[src/rtl/cpu_run_controller.sv]
// cpu_run_controller
//
// Run controller for the pipelined RV32 CPU. It holds the CPU in reset for a
// fixed number of cycles, then lets it run while it counts RUN cycles and
// retired instructions. A run ends on one of three conditions: a store to the
// tohost address, the cycle limit, or (optionally) a retirement stall. Once a
// run has ended, the CPU is frozen in reset until `restart` or `reset`.
//
// Optional feature macro: RUN_CTRL_STALL_CHECK_EN
//   When defined, a run that retires nothing for STALL_LIMIT consecutive RUN
//   cycles ends with stall_fail=1. When undefined, stall_fail is tied to 0.
//
// Ports
//   clk           in   single clock, rising edge
//   reset         in   synchronous, active-high; has priority over restart
//   restart       in   one-cycle pulse; begins a new run from HOLD
//   dmem_we       in   snooped data-memory write enable
//   dmem_addr     in   snooped data-memory byte address (XLEN)
//   dmem_wdata    in   snooped data-memory write data (XLEN)
//   retire_valid  in   one instruction retired this cycle
//   cpu_reset     out  active-high reset to the CPU
//   running       out  high in RUN
//   done          out  high in DONE
//   pass          out  run ended by a tohost store of value 1
//   timeout       out  run ended by the cycle limit
//   stall_fail    out  run ended by a retirement stall
//   exit_code     out  dmem_wdata[XLEN-1:1] of the terminating tohost store
//   cycle_count   out  RUN cycles elapsed (wraps)
//   retire_count  out  instructions retired during RUN (wraps)

module cpu_run_controller #(
  parameter int               RESET_CYCLES   = 2,
  parameter int               TIMEOUT_CYCLES = 100,
  parameter int               XLEN           = 32,
  parameter logic [XLEN-1:0]  TOHOST_ADDR    = 32'h0000_0100,
  parameter int               CNT_W          = 32,
  parameter int               STALL_LIMIT    = 16
) (
  input  logic              clk,
  input  logic              reset,
  input  logic              restart,
  input  logic              dmem_we,
  input  logic [XLEN-1:0]   dmem_addr,
  input  logic [XLEN-1:0]   dmem_wdata,
  input  logic              retire_valid,
  output logic              cpu_reset,
  output logic              running,
  output logic              done,
  output logic              pass,
  output logic              timeout,
  output logic              stall_fail,
  output logic [XLEN-2:0]   exit_code,
  output logic [CNT_W-1:0]  cycle_count,
  output logic [CNT_W-1:0]  retire_count
);

  typedef enum logic [1:0] {
    ST_HOLD = 2'd0,
    ST_RUN  = 2'd1,
    ST_DONE = 2'd2
  } state_t;

  // The hold counter only has to reach RESET_CYCLES-1.
  localparam int               HOLD_W       = (RESET_CYCLES > 1) ? $clog2(RESET_CYCLES) : 1;
  localparam logic [HOLD_W-1:0] HOLD_LAST   = HOLD_W'(RESET_CYCLES - 1);
  localparam logic [CNT_W-1:0]  TIMEOUT_LAST = CNT_W'(TIMEOUT_CYCLES - 1);

  // Reject parameter values that would make the sequence meaningless.
  if (RESET_CYCLES < 1 || TIMEOUT_CYCLES < 1 || STALL_LIMIT < 1) begin : g_param_check
    $error("cpu_run_controller: RESET_CYCLES, TIMEOUT_CYCLES and STALL_LIMIT must be >= 1");
  end

  state_t             state_r;
  state_t             state_s;
  logic [HOLD_W-1:0]  hold_cnt_r;
  logic [HOLD_W-1:0]  hold_cnt_s;

  logic               cpu_reset_r;
  logic               running_r;
  logic               done_r;
  logic               pass_r;
  logic               pass_s;
  logic               timeout_r;
  logic               timeout_s;
  logic [XLEN-2:0]    exit_code_r;
  logic [XLEN-2:0]    exit_code_s;
  logic [CNT_W-1:0]   cycle_count_r;
  logic [CNT_W-1:0]   cycle_count_s;
  logic [CNT_W-1:0]   retire_count_r;
  logic [CNT_W-1:0]   retire_count_s;

  logic               tohost_hit_s;
  logic               timeout_hit_s;
  logic               stall_hit_s;
  logic               end_hit_s;

  // The timeout fires on the cycle whose own increment reaches the limit.
  assign tohost_hit_s  = dmem_we && (dmem_addr == TOHOST_ADDR);
  assign timeout_hit_s = (cycle_count_r == TIMEOUT_LAST);
  assign end_hit_s     = tohost_hit_s || timeout_hit_s || stall_hit_s;

  // State register.
  always_ff @(posedge clk) begin
    if (reset) begin
      state_r <= ST_HOLD;
    end else begin
      state_r <= state_s;
    end
  end

  // Next-state logic; restart wins over any end condition in the same cycle.
  always_comb begin
    state_s = state_r;
    case (state_r)
      ST_HOLD: begin
        if (restart) begin
          state_s = ST_HOLD;
        end else if (hold_cnt_r == HOLD_LAST) begin
          state_s = ST_RUN;
        end else begin
          state_s = ST_HOLD;
        end
      end
      ST_RUN: begin
        if (restart) begin
          state_s = ST_HOLD;
        end else if (end_hit_s) begin
          state_s = ST_DONE;
        end else begin
          state_s = ST_RUN;
        end
      end
      ST_DONE: begin
        if (restart) begin
          state_s = ST_HOLD;
        end else begin
          state_s = ST_DONE;
        end
      end
      default: begin
        state_s = ST_HOLD;
      end
    endcase
  end

  // Next values of counters and result flags; registered below.
  always_comb begin
    hold_cnt_s     = hold_cnt_r;
    pass_s         = pass_r;
    timeout_s      = timeout_r;
    exit_code_s    = exit_code_r;
    cycle_count_s  = cycle_count_r;
    retire_count_s = retire_count_r;
    if (restart) begin
      hold_cnt_s     = {HOLD_W{1'b0}};
      pass_s         = 1'b0;
      timeout_s      = 1'b0;
      exit_code_s    = {(XLEN-1){1'b0}};
      cycle_count_s  = {CNT_W{1'b0}};
      retire_count_s = {CNT_W{1'b0}};
    end else begin
      case (state_r)
        ST_HOLD: begin
          if (hold_cnt_r == HOLD_LAST) begin
            hold_cnt_s = {HOLD_W{1'b0}};
          end else begin
            hold_cnt_s = hold_cnt_r + {{(HOLD_W-1){1'b0}}, 1'b1};
          end
        end
        ST_RUN: begin
          // The terminating cycle and any retire in it are still counted.
          cycle_count_s = cycle_count_r + {{(CNT_W-1){1'b0}}, 1'b1};
          if (retire_valid) begin
            retire_count_s = retire_count_r + {{(CNT_W-1){1'b0}}, 1'b1};
          end else begin
            retire_count_s = retire_count_r;
          end
          if (tohost_hit_s) begin
            pass_s      = (dmem_wdata == {{(XLEN-1){1'b0}}, 1'b1});
            exit_code_s = dmem_wdata[XLEN-1:1];
          end else if (timeout_hit_s) begin
            timeout_s = 1'b1;
          end else begin
            timeout_s = timeout_r;
          end
        end
        ST_DONE: begin
          hold_cnt_s = hold_cnt_r;
        end
        default: begin
          hold_cnt_s = {HOLD_W{1'b0}};
        end
      endcase
    end
  end

  // Output and counter registers; the CPU-facing strobes follow the next state
  // so that they change on the same edge as the state itself.
  always_ff @(posedge clk) begin
    if (reset) begin
      hold_cnt_r     <= {HOLD_W{1'b0}};
      cpu_reset_r    <= 1'b1;
      running_r      <= 1'b0;
      done_r         <= 1'b0;
      pass_r         <= 1'b0;
      timeout_r      <= 1'b0;
      exit_code_r    <= {(XLEN-1){1'b0}};
      cycle_count_r  <= {CNT_W{1'b0}};
      retire_count_r <= {CNT_W{1'b0}};
    end else begin
      hold_cnt_r     <= hold_cnt_s;
      cpu_reset_r    <= (state_s != ST_RUN);
      running_r      <= (state_s == ST_RUN);
      done_r         <= (state_s == ST_DONE);
      pass_r         <= pass_s;
      timeout_r      <= timeout_s;
      exit_code_r    <= exit_code_s;
      cycle_count_r  <= cycle_count_s;
      retire_count_r <= retire_count_s;
    end
  end

`ifdef RUN_CTRL_STALL_CHECK_EN
  localparam int                 STALL_W    = $clog2(STALL_LIMIT + 1);
  localparam logic [STALL_W-1:0] STALL_LAST = STALL_W'(STALL_LIMIT - 1);

  logic [STALL_W-1:0] stall_cnt_r;
  logic [STALL_W-1:0] stall_cnt_s;
  logic               stall_fail_r;
  logic               stall_fail_s;

  // A stall ends the run when this cycle is the STALL_LIMIT-th without a retire.
  assign stall_hit_s = !retire_valid && (stall_cnt_r == STALL_LAST);

  // Stall counter and flag next values; lower-priority than tohost and timeout.
  always_comb begin
    stall_cnt_s  = stall_cnt_r;
    stall_fail_s = stall_fail_r;
    if (restart) begin
      stall_cnt_s  = {STALL_W{1'b0}};
      stall_fail_s = 1'b0;
    end else begin
      case (state_r)
        ST_HOLD: begin
          stall_cnt_s = {STALL_W{1'b0}};
        end
        ST_RUN: begin
          if (retire_valid) begin
            stall_cnt_s = {STALL_W{1'b0}};
          end else begin
            stall_cnt_s = stall_cnt_r + {{(STALL_W-1){1'b0}}, 1'b1};
          end
          if (stall_hit_s && !tohost_hit_s && !timeout_hit_s) begin
            stall_fail_s = 1'b1;
          end else begin
            stall_fail_s = stall_fail_r;
          end
        end
        ST_DONE: begin
          stall_cnt_s = stall_cnt_r;
        end
        default: begin
          stall_cnt_s = {STALL_W{1'b0}};
        end
      endcase
    end
  end

  // Stall counter and flag registers.
  always_ff @(posedge clk) begin
    if (reset) begin
      stall_cnt_r  <= {STALL_W{1'b0}};
      stall_fail_r <= 1'b0;
    end else begin
      stall_cnt_r  <= stall_cnt_s;
      stall_fail_r <= stall_fail_s;
    end
  end

  assign stall_fail = stall_fail_r;
`else
  assign stall_hit_s = 1'b0;
  assign stall_fail  = 1'b0;
`endif

  assign cpu_reset    = cpu_reset_r;
  assign running      = running_r;
  assign done         = done_r;
  assign pass         = pass_r;
  assign timeout      = timeout_r;
  assign exit_code    = exit_code_r;
  assign cycle_count  = cycle_count_r;
  assign retire_count = retire_count_r;

endmodule

[config.mk]
export PLATFORM = sky130hd
export DESIGN_NAME = cpu_run_controller
export DESIGN_NICKNAME = d
export VERILOG_FILES = /design/src/rtl/cpu_run_controller.sv
export SDC_FILE = /design/constraint.sdc
export NUM_CORES = 1
export LEC_CHECK = 0
export BUFFER_PORTS_ARGS = -buffer_cell sky130_fd_sc_hd__buf_2
export CORE_UTILIZATION = 50
export DETAILED_ROUTE_END_ITERATION = 10
export PLACE_DENSITY = 0.87
export SETUP_SLACK_MARGIN = 0.5
export SLEW_MARGIN = 40
export SYNTH_ARGS = -nofsm -noshare
export SYNTH_HDL_FRONTEND = slang
export SYNTH_SLANG_ARGS = --single-unit
export TNS_END_PERCENT = 1
[constraint.sdc]
create_clock -name clk -period 3 [get_ports clk]
set_clock_uncertainty 0.2 [all_clocks]
set_input_delay 0.15 -clock clk [delete_from_list [all_inputs] [get_ports clk]]
set_output_delay 0.15 -clock clk [all_outputs]
set_load 0.01 [all_outputs]
# Word-level counts from Yosys, hierarchy flattened
# Cells that the tools add are included.
word_totals:
  register_bits: 103
  output_inout_bits: 101
classes:
  add_sub_neg: 3
  eq_ne: 8
  n_mux: 8
  bitwise_logic: 1
  reduce_logical: 8
ops:
  columns: ["operator", "count"]
  rows:
  - ["32-bit by 1-bit adder with 32-bit output, second input constant", 2]
  - ["32-bit by 1-bit == test with 1-bit output, second input constant", 1]
  - ["32-bit by 7-bit == test with 1-bit output, second input constant", 1]
  - ["32-bit by 9-bit == test with 1-bit output, second input constant", 1]
  - ["2-bit 2-to-1 mux", 3]
  - ["2-bit case mux with 3 select lines", 1]
  - ["2-bit by 1-bit == test with 1-bit output, second input constant", 2]
  - ["2-bit == test, second input constant", 2]
  - ["2-bit AND reduction", 2]
  - ["2-bit OR reduction", 2]
  - ["1-bit 2-to-1 mux", 3]
  - ["3-bit AND reduction", 1]
  - ["2-bit logical NOT", 1]
  - ["2-bit by 1-bit inequality test with 1-bit output, second input constant", 1]
  - ["1-bit case mux with 2 select lines", 1]
  - ["1-bit adder, second input constant", 1]
  - ["1-bit logical AND", 1]
  - ["1-bit logical OR", 1]
  - ["1-bit NOT", 1]

# Longest topological paths before layout
depth:
  depth_word: 7
  depth_mapped: 9

# Worst setup path after synthesis
# OpenSTA, ideal clock, no wires.
synth_timing:
  path_type: "reg-to-reg"
  from: "reg state_r[1]"
  to: "reg cycle_count_r[27], in the netlist cycle_count[27]"
  setup_time_ns: 0.070
  arrival_ns: 2.054
  required_time_ns: 2.730
  path_slack_ns: 0.675
  path_stages_with_launch: 8
  n_path_buf: 1
  synth_period_minus_slack_ns: 2.325
  cell_sequence: "dfxtp_1 inv_1 ha_1 nand4_4 or4_4 buf_6 or4_1 a21oi_1"
synth_via:
  elab_chain_cells: 1
synth_rtl:
  columns: ["item", "line", "text"]
  rows:
  - ["start, declared", "73", "state_t state_r;"]
  - ["start signal, assigned", "107", "state_r <= state_s;"]
  - ["2-bit by 1-bit == test with 1-bit output", "162", "case (state_r)"]
  - ["end signal, assigned", "208", "cycle_count_r <= {CNT_W{1'b0}};"]
  - ["end signal, assigned", "218", "cycle_count_r <= cycle_count_s;"]
  - ["end, declared", "87", "logic [CNT_W-1:0] cycle_count_r;"]
# No other way between the ends.
# A chain may end at the register's enable or synchronous reset.

# Worst setup path in the final report
layout_timing:
  from: "reg state_r[1]"
  to: "reg retire_count_r[18], in the netlist retire_count[18]"
layout_via:
  elab_chain_cells: 2
layout_rtl:
  columns: ["item", "line", "text"]
  rows:
  - ["2-bit by 1-bit == test with 1-bit output", "162", null]
  - ["2-bit AND reduction (no source line)", null, null]
  - ["end signal, assigned", "209", "retire_count_r <= {CNT_W{1'b0}};"]
  - ["end signal, assigned", "219", "retire_count_r <= retire_count_s;"]
  - ["end, declared", "89", "logic [CNT_W-1:0] retire_count_r;"]
# No other way between the ends.

==> out/results.txt <==
For the worst setup path, the data arrival time is 2510 ps. The number of nets handed over by synthesis was 629. Setup repair after global routing could not meet its margin everywhere. The synthesized design contains 0 enable-type register cells. Global routing used 28.1% of the available tracks.

The worst register-to-register path has a depth of 8. Summed over all nets, the half-perimeter wirelength after detailed placement is 9.07 mm. In the layout the commonest cells are sky130_fd_sc_hd__buf_2 (168), sky130_fd_sc_hd__dfxtp_1 (103), sky130_fd_sc_hd__nand2_1 (86). The logs give 43.5% for the post-synthesis sequential area ratio and 0 for the count of synthesis-stage warnings from yosys.

The count of final setup violators is 0. After detailed routing, the number of remaining DRC violations is 0. For this configuration, the core starts out at a cell density of 51.6%. Count of boundary I/O pins: 170.

The class of the worst hold path was in -> reg. The design area was 6330 sq um; the slack of the worst reg-to-reg path was 590 ps. Share of cells above drive strength 1: 26.8%. The library cell used most frequently in the layout, excluding fill and tap cells, is sky130_fd_sc_hd__buf_2. Number of nets with antenna violations after detailed routing: 0. The clock passes through at most 2 buffers. Using the TritonRoute via totals, the vias-per-cell ratio works out to 5.90. The top flip-flop cell by instance count after synthesis was sky130_fd_sc_hd__dfxtp_1.

Derived from the worst setup path, the maximum achievable clock frequency is 415 MHz. From bottom edge to top edge, the die measures 99.4 um. Among all stages on the critical path, the largest delay is contributed by sky130_fd_sc_hd__or4_1. Input and output buffers added on the ports amount to 168. The largest net degree at the start of global routing was 51; the layout overhead on the synthesized area was 33.4%. In this run, the number of DRC markers left after iteration 0 of detailed routing was 248.

The portion of the clock cycle consumed by the worst path in the final layout was 80.2%. The endpoint identified for the worst register-to-register timing path is retire_count[18]$_SDFFE_PP0P_. The mean instance size in the synthesized netlist works out to 8.56 sq um.

After floorplanning, the core was sized to cover 9200 sq um. The number of max-cap violations was 0. The placer's final routability congestion estimate is 0.867, and the antenna diode count is 0. After floorplanning, the core was divided into 35 placement rows. The first TritonRoute pass finished after 5 iterations.

The power density of the placed cells came out at 378 nW/um^2. The clock tree root buffer cell is sky130_fd_sc_hd__clkbuf_8. The critical path is of the reg -> reg type. End point of the critical path: retire_count[18]$_SDFFE_PP0P_. In this design, the critical path's most frequently occurring cell is sky130_fd_sc_hd__buf_4. In the final routed layout, each cell accounts on average for 15.9 um. The number of hold violations in the final report was 0; the clock buffer count from CTS was 9. The number of buffers and inverters on the critical path is 3. Detailed-route via count: 5131.

The share of synthesized flip-flops with an asynchronous set or reset is 0%, and the delay of the slowest cell on the worst path is 510 ps. The insertion delay of the later-clocked pin in the worst-skew pair was 370 ps; the critical path required time was 3100 ps. The worst setup path is captured at a register.

The final number of max-transition violations was 0. In the synthesized netlist, the number of instances is 554. The critical path goes through inv_1, ha_1, buf_4, and4_4, nand4_1, buf_4, or4_1, a21oi_1.

After synthesis, the netlist uses 36 different library cells. Setup total negative slack on the finished layout was measured at 0 ps. Cell type with the largest total area after synthesis: sky130_fd_sc_hd__dfxtp_1. Summing every instance area after synthesis gives 4740 sq um. Measured against its own limit, the worst slew margin works out to 61.2%. The final layout contains 828 nets. The tree built by TritonCTS fans out to 103 sinks. The tools report the number of global-route vias before repair as 4802. The remaining global-route overflow came out at 0. The share of the synthesized area in the top cell type came out at 43.5%. Clock-pin slew was measured on the worst setup and hold paths at 120 ps. The most critical setup path has its startpoint at state_r[1]$_SDFF_PP0_.

STA classifies the critical path startpoint as a register. Of all nets on the critical path, the largest fanout is 22. In this run, synthesis produced a sequential element count of 103. For this design the static power due to leakage is 2.50 nW. The tools report the number of antenna violations at the first check in global routing as 0.

By area the synthesized netlist is led by sky130_fd_sc_hd__dfxtp_1 (43%), sky130_fd_sc_hd__nand2_1 (6.8%), sky130_fd_sc_hd__mux2i_1 (6.8%). The floorplan step set the die width to 99.4 um. Worst flop-to-flop path startpoint: state_r[1]$_SDFF_PP0_. The cell area after placement was 5690 sq um. The die covers 9880 sq um. TritonCTS built the clock tree. The family with the most delay on the worst path was simple AND/OR/NAND/NOR gates. VDD sags by at most 218 uV. The worst path in the final design needs a cycle of 2410 ps, including I/O delays and setup. The flow ran to the end, and the final reports show no timing, DRC or antenna violations. The total number of H-tree levels is 3, and the transition time at the pin with the least slew margin is 582 ps.

The path length in cells of the critical path works out to 8. Summed over all layers, the routed wires come to 13.9 mm. The first global-routing pass estimated 22.5 mm of wire.
Yosys cell counts (9+ instances only):
cell type,count
sky130_fd_sc_hd__a21oi_1,44
sky130_fd_sc_hd__o31ai_1,22
sky130_fd_sc_hd__clkbuf_1,24
sky130_fd_sc_hd__nand2_1,86
sky130_fd_sc_hd__or3_1,22
sky130_fd_sc_hd__xor2_1,14
sky130_fd_sc_hd__nand3_1,25
sky130_fd_sc_hd__mux2i_1,32
sky130_fd_sc_hd__and4_1,9
sky130_fd_sc_hd__nor4_1,19
sky130_fd_sc_hd__nand4_1,25
sky130_fd_sc_hd__or4_1,22
sky130_fd_sc_hd__nor2_1,27
sky130_fd_sc_hd__o21ai_0,21
sky130_fd_sc_hd__dfxtp_1,103
report_power, final:
group          internal (mW)  total [mW]  leakage [nW]  switching [mW]
clock network          0.339       0.853        0.0992           0.514
logic                 0.0868       0.166          1.57          0.0794
registers               1.37        1.37         0.830         0.00247
layout make-up:
class	count	area (sq um)
clock buffer	10	138
clock inverter	6	51.3
inverter	7	26.3
timing repair buffer	219	1360
multi-input combinational	413	2550
sequential	103	2060
fill	704	2870
tap	111	139
stage by stage:
| stage | hold WS (ps) | setup slack, ps | power (mW) | instances | util (%) |
|---|---|---|---|---|---|
| finish | 237 | 593 | 2.39 | 869 | 68.8 |
| global route | 247 | 476 | 2.46 | 869 | 68.8 |
| CTS | 213 | 524 | 2.40 | 867 | 68.6 |
| detailed placement | 219 | 405 | 1.52 | 809 | 61.9 |
| global placement | 209 | 531 | 1.51 | 808 | 61.6 |
| floorplan | 92.1 | 675 | 1.45 | 554 | - |
cells by family after synthesis:
logic type	share of synthesized area, %
AO/OA/AOI/OAI	11.5
XOR/XNOR	3.69
adder cells (fa/ha/maj)	1.58
buffers and inverters	3.38
flip-flops	43.5
multiplexers	6.99
other	0.0790
AND/OR/NAND/NOR	29.4
worst min path at each step:
| stage | endpoint | start | depth (start not counted) | slack (ps) |
|---|---|---|---|---|
| after floorplan | exit_code[0]$_SDFFE_PP0P_ | dmem_wdata[1] | 2 | 90 |
| after global placement | exit_code[10]$_SDFFE_PP0P_ | dmem_wdata[11] | 3 | 210 |
| after detailed placement | exit_code[24]$_SDFFE_PP0P_ | dmem_wdata[25] | 3 | 220 |
| after CTS | pass$_SDFFE_PP0P_ | dmem_wdata[0] | 5 | 210 |
| after global routing | pass$_SDFFE_PP0P_ | dmem_wdata[0] | 5 | 250 |
| final | pass$_SDFFE_PP0P_ | dmem_wdata[0] | 5 | 240 |
state kept, by name (all words and copies together) (netlist names):
name          flops
cycle_count      32
retire_count     32
exit_code        31
state_r           2
cpu_reset         1
done              1
hold_cnt_r        1
pass              1
running           1
timeout           1
timing repair:
action,CTS,global route
hold buffers,42,0
gates cloned,0,0
endpoints found under the hold margin,36,0
pin swaps,0,1
endpoints found under the setup margin,4,20
buffers inserted,0,2
resized for setup,1,3
metal layers:
metal	routed length [um]	vias to the layer above	track usage [%]
met2	6960	238	49.9
met3	957	34	5.41
met5	0	-	0
met4	367	0	12.3
met1	5570	2417	32.9
li1	-	2442	-
worst min-delay path: stages:
cell                      delay [ps]
sky130_fd_sc_hd__buf_2           100
sky130_fd_sc_hd__nor4b_1         140
sky130_fd_sc_hd__nand4_1          80
sky130_fd_sc_hd__nor3_1           40
sky130_fd_sc_hd__mux2_2          250
(Power assumes the default switching activity.)
